--- src/rtl/pipeline_controller_pkg.sv ---
// Shared types and defaults for the pipeline hazard/flow controller.
// State encoding is visible on the status port, so the values are fixed.
package pipeline_ctrl_pkg;

   localparam int unsigned HOLD_CYCLES_DEF = 2;
   localparam int unsigned REG_W_DEF       = 4;
   localparam int unsigned CNT_W           = 16;

   typedef enum logic [1:0] {
      StHold    = 2'd0,
      StRun     = 2'd1,
      StMemWait = 2'd2,
      StHalted  = 2'd3
   } state_e;

   function automatic logic [CNT_W-1:0] sat_inc(input logic [CNT_W-1:0] v);
      return (&v) ? v : v + 1'b1;
   endfunction

endpackage

--- src/rtl/pipeline_controller_if.sv ---
// Pipeline-side bundle: hazard inputs in, stage controls and status out.
// master = pipeline datapath, slave = controller.
interface pipeline_controller_if
   import pipeline_ctrl_pkg::*;
#(
   parameter int unsigned REG_W = REG_W_DEF
) ();

   logic [REG_W-1:0] id_rs1;
   logic [REG_W-1:0] id_rs2;
   logic             id_use_rs1;
   logic             id_use_rs2;
   logic [REG_W-1:0] ex_rd;
   logic             ex_is_load;
   logic             ex_br_taken;
   logic             mem_req;
   logic             mem_ready;
   logic             halt_req;
   logic             cnt_clr;

   logic             pc_en;
   logic             pc_sel;
   logic             if_id_en;
   logic             if_id_flush;
   logic             id_ex_en;
   logic             id_ex_flush;
   logic             ex_mem_en;
   logic             halted;
   logic [1:0]       state;
   logic [CNT_W-1:0] stall_cnt;
   logic [CNT_W-1:0] flush_cnt;

   modport master (
      output id_rs1, id_rs2, id_use_rs1, id_use_rs2, ex_rd, ex_is_load, ex_br_taken,
             mem_req, mem_ready, halt_req, cnt_clr,
      input  pc_en, pc_sel, if_id_en, if_id_flush, id_ex_en, id_ex_flush, ex_mem_en,
             halted, state, stall_cnt, flush_cnt
   );

   modport slave (
      input  id_rs1, id_rs2, id_use_rs1, id_use_rs2, ex_rd, ex_is_load, ex_br_taken,
             mem_req, mem_ready, halt_req, cnt_clr,
      output pc_en, pc_sel, if_id_en, if_id_flush, id_ex_en, id_ex_flush, ex_mem_en,
             halted, state, stall_cnt, flush_cnt
   );

endinterface

--- src/rtl/pipeline_controller_load_use_detect.sv ---
// Combinational load-use hazard detect between the ID and EX instructions.
// Register 0 is hardwired zero, so a load targeting it never creates a dependency.
module load_use_detect #(
   parameter int unsigned REG_W = 4
) (
   input  logic [REG_W-1:0] id_rs1_i,
   input  logic [REG_W-1:0] id_rs2_i,
   input  logic             id_use_rs1_i,
   input  logic             id_use_rs2_i,
   input  logic [REG_W-1:0] ex_rd_i,
   input  logic             ex_is_load_i,
   output logic             hazard_o
);

   logic rs1_hit;
   logic rs2_hit;

   assign rs1_hit  = id_use_rs1_i && (id_rs1_i == ex_rd_i);
   assign rs2_hit  = id_use_rs2_i && (id_rs2_i == ex_rd_i);
   assign hazard_o = ex_is_load_i && (ex_rd_i != '0) && (rs1_hit || rs2_hit);

endmodule

--- src/rtl/pipeline_controller.sv ---
// Pipeline flow controller: Mealy stall/flush FSM (hold, run, memory wait, halt)
// plus saturating stall and flush performance counters.
module pipeline_controller
   import pipeline_ctrl_pkg::*;
#(
   parameter int unsigned WIDTH       = 16,
   parameter int unsigned REG_W       = REG_W_DEF,
   parameter int unsigned HOLD_CYCLES = HOLD_CYCLES_DEF
) (
   input logic              clk,
   input logic              reset,
   pipeline_controller_if.slave bus
);

   if (WIDTH == 0 || HOLD_CYCLES == 0) begin : g_bad_param
      $error("pipeline_controller: WIDTH and HOLD_CYCLES must be >= 1");
   end

   localparam int unsigned HoldW = (HOLD_CYCLES > 1) ? $clog2(HOLD_CYCLES) : 1;
   localparam logic [HoldW-1:0] HoldLoad = HoldW'(HOLD_CYCLES - 1);

   state_e           state_q, state_d;
   logic [HoldW-1:0] hold_cnt_q, hold_cnt_d;
   logic [CNT_W-1:0] stall_cnt_q, flush_cnt_q;

   logic load_use;
   logic pc_en, pc_sel, if_id_en, if_id_flush, id_ex_en, id_ex_flush, ex_mem_en;
   logic flush_inc, stall_inc;

   load_use_detect #(
      .REG_W (REG_W)
   ) u_load_use_detect (
      .id_rs1_i     (bus.id_rs1),
      .id_rs2_i     (bus.id_rs2),
      .id_use_rs1_i (bus.id_use_rs1),
      .id_use_rs2_i (bus.id_use_rs2),
      .ex_rd_i      (bus.ex_rd),
      .ex_is_load_i (bus.ex_is_load),
      .hazard_o     (load_use)
   );

   always_ff @(posedge clk or posedge reset) begin
      if (reset) begin
         state_q    <= StHold;
         hold_cnt_q <= HoldLoad;
      end else begin
         state_q    <= state_d;
         hold_cnt_q <= hold_cnt_d;
      end
   end

   always_comb begin
      state_d     = state_q;
      hold_cnt_d  = hold_cnt_q;
      pc_en       = 1'b1;
      pc_sel      = 1'b0;
      if_id_en    = 1'b1;
      if_id_flush = 1'b0;
      id_ex_en    = 1'b1;
      id_ex_flush = 1'b0;
      ex_mem_en   = 1'b1;
      flush_inc   = 1'b0;

      unique case (state_q)
         StHold: begin
            pc_en       = 1'b0;
            if_id_flush = 1'b1;
            id_ex_flush = 1'b1;
            if (hold_cnt_q == '0) begin
               state_d = StRun;
            end else begin
               hold_cnt_d = hold_cnt_q - 1'b1;
            end
         end

         StRun, StMemWait: begin
            if ((state_q == StRun && bus.mem_req && !bus.mem_ready) ||
                (state_q == StMemWait && !bus.mem_ready)) begin
               pc_en     = 1'b0;
               if_id_en  = 1'b0;
               id_ex_en  = 1'b0;
               ex_mem_en = 1'b0;
               state_d   = StMemWait;
            end else begin
               // A taken branch squashes the dependent instruction, so no stall is needed.
               if (bus.ex_br_taken) begin
                  pc_sel      = 1'b1;
                  if_id_flush = 1'b1;
                  id_ex_flush = 1'b1;
                  flush_inc   = 1'b1;
               end else if (load_use) begin
                  pc_en       = 1'b0;
                  if_id_en    = 1'b0;
                  id_ex_flush = 1'b1;
               end
               if (state_q == StMemWait) begin
                  state_d = StRun;
               end else if (bus.halt_req) begin
                  state_d = StHalted;
               end
            end
         end

         StHalted: begin
            pc_en       = 1'b0;
            if_id_flush = 1'b1;
            if (bus.ex_br_taken) begin
               pc_en       = 1'b1;
               pc_sel      = 1'b1;
               id_ex_flush = 1'b1;
               flush_inc   = 1'b1;
            end
            if (!bus.halt_req) begin
               state_d = StRun;
            end
         end

         default: state_d = StHold;
      endcase
   end

   assign stall_inc = !pc_en && (state_q == StRun || state_q == StMemWait);

   always_ff @(posedge clk or posedge reset) begin
      if (reset) begin
         stall_cnt_q <= '0;
         flush_cnt_q <= '0;
      end else if (bus.cnt_clr) begin
         stall_cnt_q <= '0;
         flush_cnt_q <= '0;
      end else begin
         if (stall_inc) stall_cnt_q <= sat_inc(stall_cnt_q);
         if (flush_inc) flush_cnt_q <= sat_inc(flush_cnt_q);
      end
   end

   assign bus.pc_en       = pc_en;
   assign bus.pc_sel      = pc_sel;
   assign bus.if_id_en    = if_id_en;
   assign bus.if_id_flush = if_id_flush;
   assign bus.id_ex_en    = id_ex_en;
   assign bus.id_ex_flush = id_ex_flush;
   assign bus.ex_mem_en   = ex_mem_en;
   assign bus.halted      = (state_q == StHalted);
   assign bus.state       = state_q;
   assign bus.stall_cnt   = stall_cnt_q;
   assign bus.flush_cnt   = flush_cnt_q;

endmodule

--- src/flat_wrapper.sv ---
// flat-port wrapper written by rule: the top's interface ports become plain ports
module pipeline_controller_flat import pipeline_ctrl_pkg::*;
#(
   parameter int unsigned WIDTH       = 16,
   parameter int unsigned REG_W       = REG_W_DEF,
   parameter int unsigned HOLD_CYCLES = HOLD_CYCLES_DEF
)
  (clk, reset, bus_id_rs1, bus_id_rs2, bus_id_use_rs1, bus_id_use_rs2, bus_ex_rd, bus_ex_is_load, bus_ex_br_taken, bus_mem_req, bus_mem_ready, bus_halt_req, bus_cnt_clr, bus_pc_en, bus_pc_sel, bus_if_id_en, bus_if_id_flush, bus_id_ex_en, bus_id_ex_flush, bus_ex_mem_en, bus_halted, bus_state, bus_stall_cnt, bus_flush_cnt);
  pipeline_controller_if #(.REG_W(REG_W)) bus_i ();
  input logic clk;
  input logic reset;
  input wire logic [$bits(bus_i.id_rs1)-1:0] bus_id_rs1;
  input wire logic [$bits(bus_i.id_rs2)-1:0] bus_id_rs2;
  input wire logic [$bits(bus_i.id_use_rs1)-1:0] bus_id_use_rs1;
  input wire logic [$bits(bus_i.id_use_rs2)-1:0] bus_id_use_rs2;
  input wire logic [$bits(bus_i.ex_rd)-1:0] bus_ex_rd;
  input wire logic [$bits(bus_i.ex_is_load)-1:0] bus_ex_is_load;
  input wire logic [$bits(bus_i.ex_br_taken)-1:0] bus_ex_br_taken;
  input wire logic [$bits(bus_i.mem_req)-1:0] bus_mem_req;
  input wire logic [$bits(bus_i.mem_ready)-1:0] bus_mem_ready;
  input wire logic [$bits(bus_i.halt_req)-1:0] bus_halt_req;
  input wire logic [$bits(bus_i.cnt_clr)-1:0] bus_cnt_clr;
  output wire logic [$bits(bus_i.pc_en)-1:0] bus_pc_en;
  output wire logic [$bits(bus_i.pc_sel)-1:0] bus_pc_sel;
  output wire logic [$bits(bus_i.if_id_en)-1:0] bus_if_id_en;
  output wire logic [$bits(bus_i.if_id_flush)-1:0] bus_if_id_flush;
  output wire logic [$bits(bus_i.id_ex_en)-1:0] bus_id_ex_en;
  output wire logic [$bits(bus_i.id_ex_flush)-1:0] bus_id_ex_flush;
  output wire logic [$bits(bus_i.ex_mem_en)-1:0] bus_ex_mem_en;
  output wire logic [$bits(bus_i.halted)-1:0] bus_halted;
  output wire logic [$bits(bus_i.state)-1:0] bus_state;
  output wire logic [$bits(bus_i.stall_cnt)-1:0] bus_stall_cnt;
  output wire logic [$bits(bus_i.flush_cnt)-1:0] bus_flush_cnt;
  assign bus_i.id_rs1 = bus_id_rs1;
  assign bus_i.id_rs2 = bus_id_rs2;
  assign bus_i.id_use_rs1 = bus_id_use_rs1;
  assign bus_i.id_use_rs2 = bus_id_use_rs2;
  assign bus_i.ex_rd = bus_ex_rd;
  assign bus_i.ex_is_load = bus_ex_is_load;
  assign bus_i.ex_br_taken = bus_ex_br_taken;
  assign bus_i.mem_req = bus_mem_req;
  assign bus_i.mem_ready = bus_mem_ready;
  assign bus_i.halt_req = bus_halt_req;
  assign bus_i.cnt_clr = bus_cnt_clr;
  assign bus_pc_en = bus_i.pc_en;
  assign bus_pc_sel = bus_i.pc_sel;
  assign bus_if_id_en = bus_i.if_id_en;
  assign bus_if_id_flush = bus_i.if_id_flush;
  assign bus_id_ex_en = bus_i.id_ex_en;
  assign bus_id_ex_flush = bus_i.id_ex_flush;
  assign bus_ex_mem_en = bus_i.ex_mem_en;
  assign bus_halted = bus_i.halted;
  assign bus_state = bus_i.state;
  assign bus_stall_cnt = bus_i.stall_cnt;
  assign bus_flush_cnt = bus_i.flush_cnt;
  pipeline_controller #(.WIDTH(WIDTH), .REG_W(REG_W), .HOLD_CYCLES(HOLD_CYCLES)) u_core (.clk(clk), .reset(reset), .bus(bus_i));
endmodule
--- config.mk ---
export PLATFORM = sky130hd
export DESIGN_NAME = pipeline_controller_flat
export DESIGN_NICKNAME = d
export VERILOG_FILES = /design/src/rtl/pipeline_controller_pkg.sv /design/src/rtl/pipeline_controller_if.sv /design/src/rtl/pipeline_controller_load_use_detect.sv /design/src/rtl/pipeline_controller.sv /design/src/flat_wrapper.sv
export SDC_FILE = /design/constraint.sdc
export NUM_CORES = 1
export LEC_CHECK = 0
export BUFFER_PORTS_ARGS = -buffer_cell sky130_fd_sc_hd__buf_2
export CORE_UTILIZATION = 35
export CTS_CLUSTER_DIAMETER = 200
export DETAILED_ROUTE_END_ITERATION = 6
export PLACE_DENSITY = 0.62
export SLEW_MARGIN = 20
export SYNTH_ARGS = -nofsm -noshare
export SYNTH_HDL_FRONTEND = slang
export SYNTH_SLANG_ARGS = --single-unit
--- constraint.sdc ---
create_clock -name clk -period 4.6 [get_ports clk]
set_clock_uncertainty 0.1 [all_clocks]
set_input_delay 0.23 -clock clk [delete_from_list [all_inputs] [get_ports clk]]
set_output_delay 0.23 -clock clk [all_outputs]
set_load 0.005 [all_outputs]
# [Word level (Yosys, flattened, before mapping)]
# Index checks and enable logic that the tools add are counted.
[word_totals] register_bits=35 inputBits=22 out_inout_bits=42 elab_cells=69
[op_classes] addsub=3 n_eq_ne=10 muxes=28 n_reduce_logical=24
[op_table] op="$mux W16" n=6
[op_table] op="$add A16 B1 Y16 const B" n=2
[op_table] op="$reduce_and A16 Y1" n=2
[op_table] op="$mux W1" n=12
[op_table] op="$mux W2" n=5
[op_table] op="$eq A4 B4 Y1" n=2
[op_table] op="$logic_and A1 B1 Y1" n=8
[op_table] op="$ne A2 B2 Y1 const B" n=4
[op_table] op="$pmux W1 S3" n=2
[op_table] op="$pmux W2 S3" n=1
[op_table] op="$eq A2 B2 Y1 const B" n=2
[op_table] op="$ne A4 B2 Y1 const B" n=1
[op_table] op="$pmux W1 S2" n=2
[op_table] op="$reduce_and A2 Y1" n=2
[op_table] op="$reduce_bool A2 Y1" n=2
[op_table] op="$reduce_bool A4 Y1" n=1
[op_table] op="$reduce_or A2 Y1" n=2
[op_table] op="$logic_or A1 B1 Y1" n=3
[op_table] op="$reduce_and A3 Y1" n=1
[op_table] op="$eq A2 B1 Y1 const B" n=1
[op_table] op="$logic_not A1 Y1" n=2
[op_table] op="$logic_not A2 Y1" n=1
[op_table] op="$sub A1 B1 Y1 const B" n=1

# [Logic depth before layout (Yosys ltp)]
[logic_depth] depth_word=12 mapped_depth=11 mapped_depth_nobuf=8

# [Hierarchy]
# Synthesis repeated with hierarchy kept, for this count alone.
[hier_totals] hier_cells=261 area_unflattened_um2=2359.8
[modules_own_cells] module="pipeline_controller" instances=1 cells_each=247 area_each_um2=2255.9 seq_area_each_um2=877.1
[modules_own_cells] module="load_use_detect" instances=1 cells_each=14 area_each_um2=103.8 seq_area_each_um2=0.0

# [Least setup slack after synthesis]
# No wires, ideal clock.
[synth_timing] kind="flip-flop to flip-flop" startpoint="reg u_core.state_q[0], in the netlist u_core.bus.state[0]" endpoint="reg u_core.stall_cnt_q[5], in the netlist u_core.bus.stall_cnt[5]" setup_ns=0.078 t_arrival_ns=2.311 required_time_ns=4.422 setup_slack_ns=2.111 path_stages_with_launch=12 path_buffers=3 synth_period_minus_slack_ns=2.489 cell_sequence="dfrtp_1 -> inv_1 -> ha_1 -> buf_6 -> nor2b_4 -> a221o_1 -> nand2b_2 -> buf_6 -> nand4_4 -> buf_6 -> or4_1 -> a21oi_1"
[synth_between] elab_chain_len=10 word_cells_on_any_way=16 classes_between="3 x eq/ne; 2 x mux; 11 x reduce/logical"
[synth_lines] element="start, declared" line_no="pipeline_controller.sv:22" text="state_e state_q, state_d;"
[synth_lines] element="start signal, assigned" line_no="pipeline_controller.sv:44" text="state_q <= StHold;"
[synth_lines] element="start signal, assigned" line_no="pipeline_controller.sv:47" text="state_q <= state_d;"
[synth_lines] element="$eq A2 B1 Y1" line_no="pipeline_controller.sv:64, pipeline_controller.sv:77, pipeline_controller.sv:122"
[synth_lines] element="$logic_and A1 B1 Y1 (2 in series)" line_no="pipeline_controller.sv:77" text="if ((state_q == StRun && bus.mem_req && !bus.mem_ready) ||"
[synth_lines] element="$logic_or A1 B1 Y1" line_no="pipeline_controller.sv:77"
[synth_lines] element="$mux W1" line_no="pipeline_controller.sv:77"
[synth_lines] element="$pmux W1 S3" line_no="pipeline_controller.sv:64" text="unique case (state_q)"
[synth_lines] element="$logic_not A1 Y1" line_no="pipeline_controller.sv:122" text="assign stall_inc = !pc_en && (state_q == StRun || state_q == StMemWait);"
[synth_lines] element="$logic_and A1 B1 Y1 (*)" line_no="pipeline_controller.sv:122"
[synth_lines] element="$reduce_bool A2 Y1 (no source line) (*)"
[synth_lines] element="$reduce_and A2 Y1 (no source line) (*)"
[synth_lines] element="end signal, assigned" line_no="pipeline_controller.sv:132" text="if (stall_inc) stall_cnt_q <= sat_inc(stall_cnt_q);"
[synth_lines] element="end, declared" line_no="pipeline_controller.sv:24" text="logic [CNT_W-1:0] stall_cnt_q, flush_cnt_q;"
# Every way passes the cells marked *; elsewhere a longest branch is shown, timed or not.
# A chain may end at the register's enable or synchronous reset.

# [Worst setup path in the final report]
[layout_timing] startpoint="reg u_core.state_q[0], in the netlist u_core.bus.state[0]" endpoint="out bus_pc_en"
[layout_between] elab_chain_len=6 word_cells_on_any_way=11 classes_between="3 x eq/ne; 2 x mux; 6 x reduce/logical"
[layout_lines] element="$eq A2 B1 Y1" line_no="pipeline_controller.sv:64, pipeline_controller.sv:77"
[layout_lines] element="$logic_and A1 B1 Y1 (2 in series)" line_no="pipeline_controller.sv:77"
[layout_lines] element="$logic_or A1 B1 Y1" line_no="pipeline_controller.sv:77"
[layout_lines] element="$mux W1" line_no="pipeline_controller.sv:77"
[layout_lines] element="$pmux W1 S3 (*)" line_no="pipeline_controller.sv:64"
[layout_lines] element="end, declared" line_no="flat_wrapper.sv:23" text="output wire logic [$bits(bus_i.pc_en)-1:0] bus_pc_en;"
# Marked as above.

==> reports/results.ini <==
[logic_synthesis]
synth_area_leaders=dfrtp_1 37%, xnor2_1 4.6%, nor2_1 3.8%
synth.most_common_cell=dfrtp_1
synthCells=249
synth-edff-count=0
synth_top_area_cell=dfrtp_1
synth_compound_area_frac=0.129
synth_top_family_by_area=simple AND/OR/NAND/NOR gates
synth_top_area_frac=0.371
synth_fa_ha_area_frac=0.0327
yosys-top-cells-count=34 x dfrtp_1, 23 x nor2_1, 18 x nand2_1, 16 x nand3_1, 14 x a21oi_1
synth-async-reset-ratio=1.00
synth.area.mux_share=0.0202
synth_nets=277
ys_seq_elements=35
yosys_warnings=0
syn_avg_cell_area_sq_um=9.22
syn_area_sq_um=2290
synth-seq-area-share=0.382
synth-xor-area-share=0.0802
yosysUniqueCellTypes=51
synth-simple-area-share=0.305
synthFlopType=dfrtp_1

[detailed_routing]
viasPerCell=5.32
drt_iter0_markers=64
routed_wl_um=5270
dr.pass1.iters=4
drcViolationCount=0
antenna_left=0
drt-wirelength-per-cell_um=13.6
vias=2057

[sta]
fin_crit_sh=0.648
setup_violations=0
relSlewSlack=0.318
min_period_ns=2.98
final-hold-violation-count=0
setup_tns_ns=0
worstMarginPinSlew_ns=1.02
slew_violations=0
max_freq_mhz=335
rsz0062_at_grt=false

[worst_setup_path]
ff2ff_path_depth=7
critPathKind=flop to output port
critical_path_buf_inv_count=2
r2r-start=u_core.bus.state[0]
cp-end-kind=output port
regToRegEndpoint=u_core.bus.stall_cnt[3]
cp.arrival_ns=2.65
crit_cells=6
setup.worst_path.start=u_core.bus.state[0]
critPathTopFamily=compound AO/OA/AOI/OAI gates
worstSetupEndpoint=bus_pc_en
cpMaxStageDelayCell=o31ai_4
critical_path.max_fanout=18
slowest_delay_ns=0.57
crit_required_ns=4.27
path_cells=inv_1 > ha_1 > o21ai_0 > or2_2 > o31ai_4 > buf_2
r2r_slack_ns=1.71
critPathLaunchType=flop

[finish]
area_growth_pct=21.2
layout.nets=337
register_area_sq_um=877
n_fill_cell=625
drive_gt1_frac=0.281
antenna_cells=0
fin_util=0.438
multiInputGateArea_sq_um=1310

[grt]
grt_antenna_before_repair=0
grt_overflow_total=0
grt_pass1_wl_um=9070
track_usage=0.158
first_global_vias=1956
grt_max_degree=36

[run]
max-cap-violations=0

[cts]
postCtsSetupRepairBufs=0
clk_latency_ns=0.28
clock-root-buffer=clkbuf_8
cts_tree=built
numCtsBuffers=5
clkTransAtPathRegs_ns=0.08
max-clock-path-buffers=2
clock-sinks=35
htreeDepth=2

[die]
die_h_um=83.0
initial_core_util=0.361
fp.dieArea_sq_um=6880
die_x_um=83.0
rows=29
boundaryPins=64
core_sq_um=6350

[pwr]
powerDensity_nw_per_um2=374
max-vdd-ir-drop_uv=161
leakage_nw=1.24

[hold_path]
hold_path.class=input port to flop
hold_start=bus_halt_req

[placed_design]
dp_hpwl_um=3820
gp_congestion=0.783
portBuffers=63

[status]
outcome=complete, no violations

[area by class of cell]
class | instances | share of cell area
Multi-Input combinational cell | 193 | 0.470
Sequential cell | 35 | 0.315
Timing Repair Buffer | 65 | 0.120
Tap cell | 77 | 0.0347
Clock buffer | 6 | 0.0261
Clock inverter | 2 | 0.0216
Inverter | 9 | 0.0122
[power breakdown]
part	internal (mW)	switching (mW)
Sequential	0.324	0.0210
Combinational	0.133	0.230
Clock	0.217	0.114
Total	0.674	0.365
[routing by layer]
layer	wire length (um)	vias up	track usage
li1	-	1021	-
met1	2540	979	0.207
met2	2460	53	0.267
met3	227	4	0.0368
met4	32	0	0.0313
met5	0	-	0
[worst min-delay path by stage]
stage | cells past startpoint | end
global placement | 3 | u_core.bus.flush_cnt[12]
detailed placement | 3 | u_core.bus.flush_cnt[12]
global route | 4 | u_core.bus.state[1]
CTS | 4 | u_core.bus.state[1]
finish | 4 | u_core.bus.state[1]
floorplan | 1 | u_core.bus.flush_cnt[0]
[timing repair]
item	in CTS	in global routing
hold buffers	1	0
gates resized for setup	0	0
endpoints found under the setup margin	0	0
endpoints found under the hold margin	34	0
[state kept, by name (all words and copies together) (netlist names)]
register              flops
u_core.bus.state          2
u_core.hold_cnt_q         1
u_core.bus.flush_cnt     16
u_core.bus.stall_cnt     16
[layout by cell type, fill, tap and decap left out, types with 2 or more instances in the layout]
cell       Yosys  routed
xor2_1         9       9
o21a_1         2       2
inv_1          9       9
nand2_1       18      18
nor4_4         2       2
or2_2          2       2
nor3_1        10       9
buf_2          2      63
and2_1         2       2
nor2_1        23      23
o31ai_1       10      10
and3_1         3       3
clkbuf_8       0       5
nor4_1         3       3
or3_1          5       5
or4_1          9       9
xnor2_1       12      12
ha_1           6       6
nand4_1        6       6
nor2b_1        2       2
and4_1         2       2
bufinv_16      0       2
o31a_1         2       2
mux2i_1        2       2
o21ai_0        7       7
a21oi_1       14      14
nand3_1       16      16
dfrtp_1       34      34
nand2b_1       2       2
nor3b_1        4       4
a31oi_1        2       2
[worst reg2reg max path, delay by kind of cell, from the launching register on]
kind	cells	cell delay (ns)
simple gates	2	1.14
compound gates	3	0.58
flops	1	0.41
fa+ha+maj	1	0.51
buf+inv	1	0.08
[cells by family after synthesis]
kind of cell | after synthesis
fa+ha+maj | 6
xor+xnor | 21
buf+inv | 21
compound gates | 44
mux | 4
simple gates | 118
flops | 35
[through the flow]
stage	power (mW)	hold WS [ns]	cell area, sq um	setup WS (ns)	instances
2_1_floorplan	0.645	0.284	2290	2.11	249
3_3_place_gp	0.708	0.262	2630	1.83	378
3_5_place_dp	0.716	0.266	2630	1.72	378
4_1_cts	1.05	0.207	2780	1.63	387
5_1_grt	1.10	0.244	2780	1.39	387
6_report	1.04	0.216	2780	1.62	387
Power figures use the tool's default switching activity.
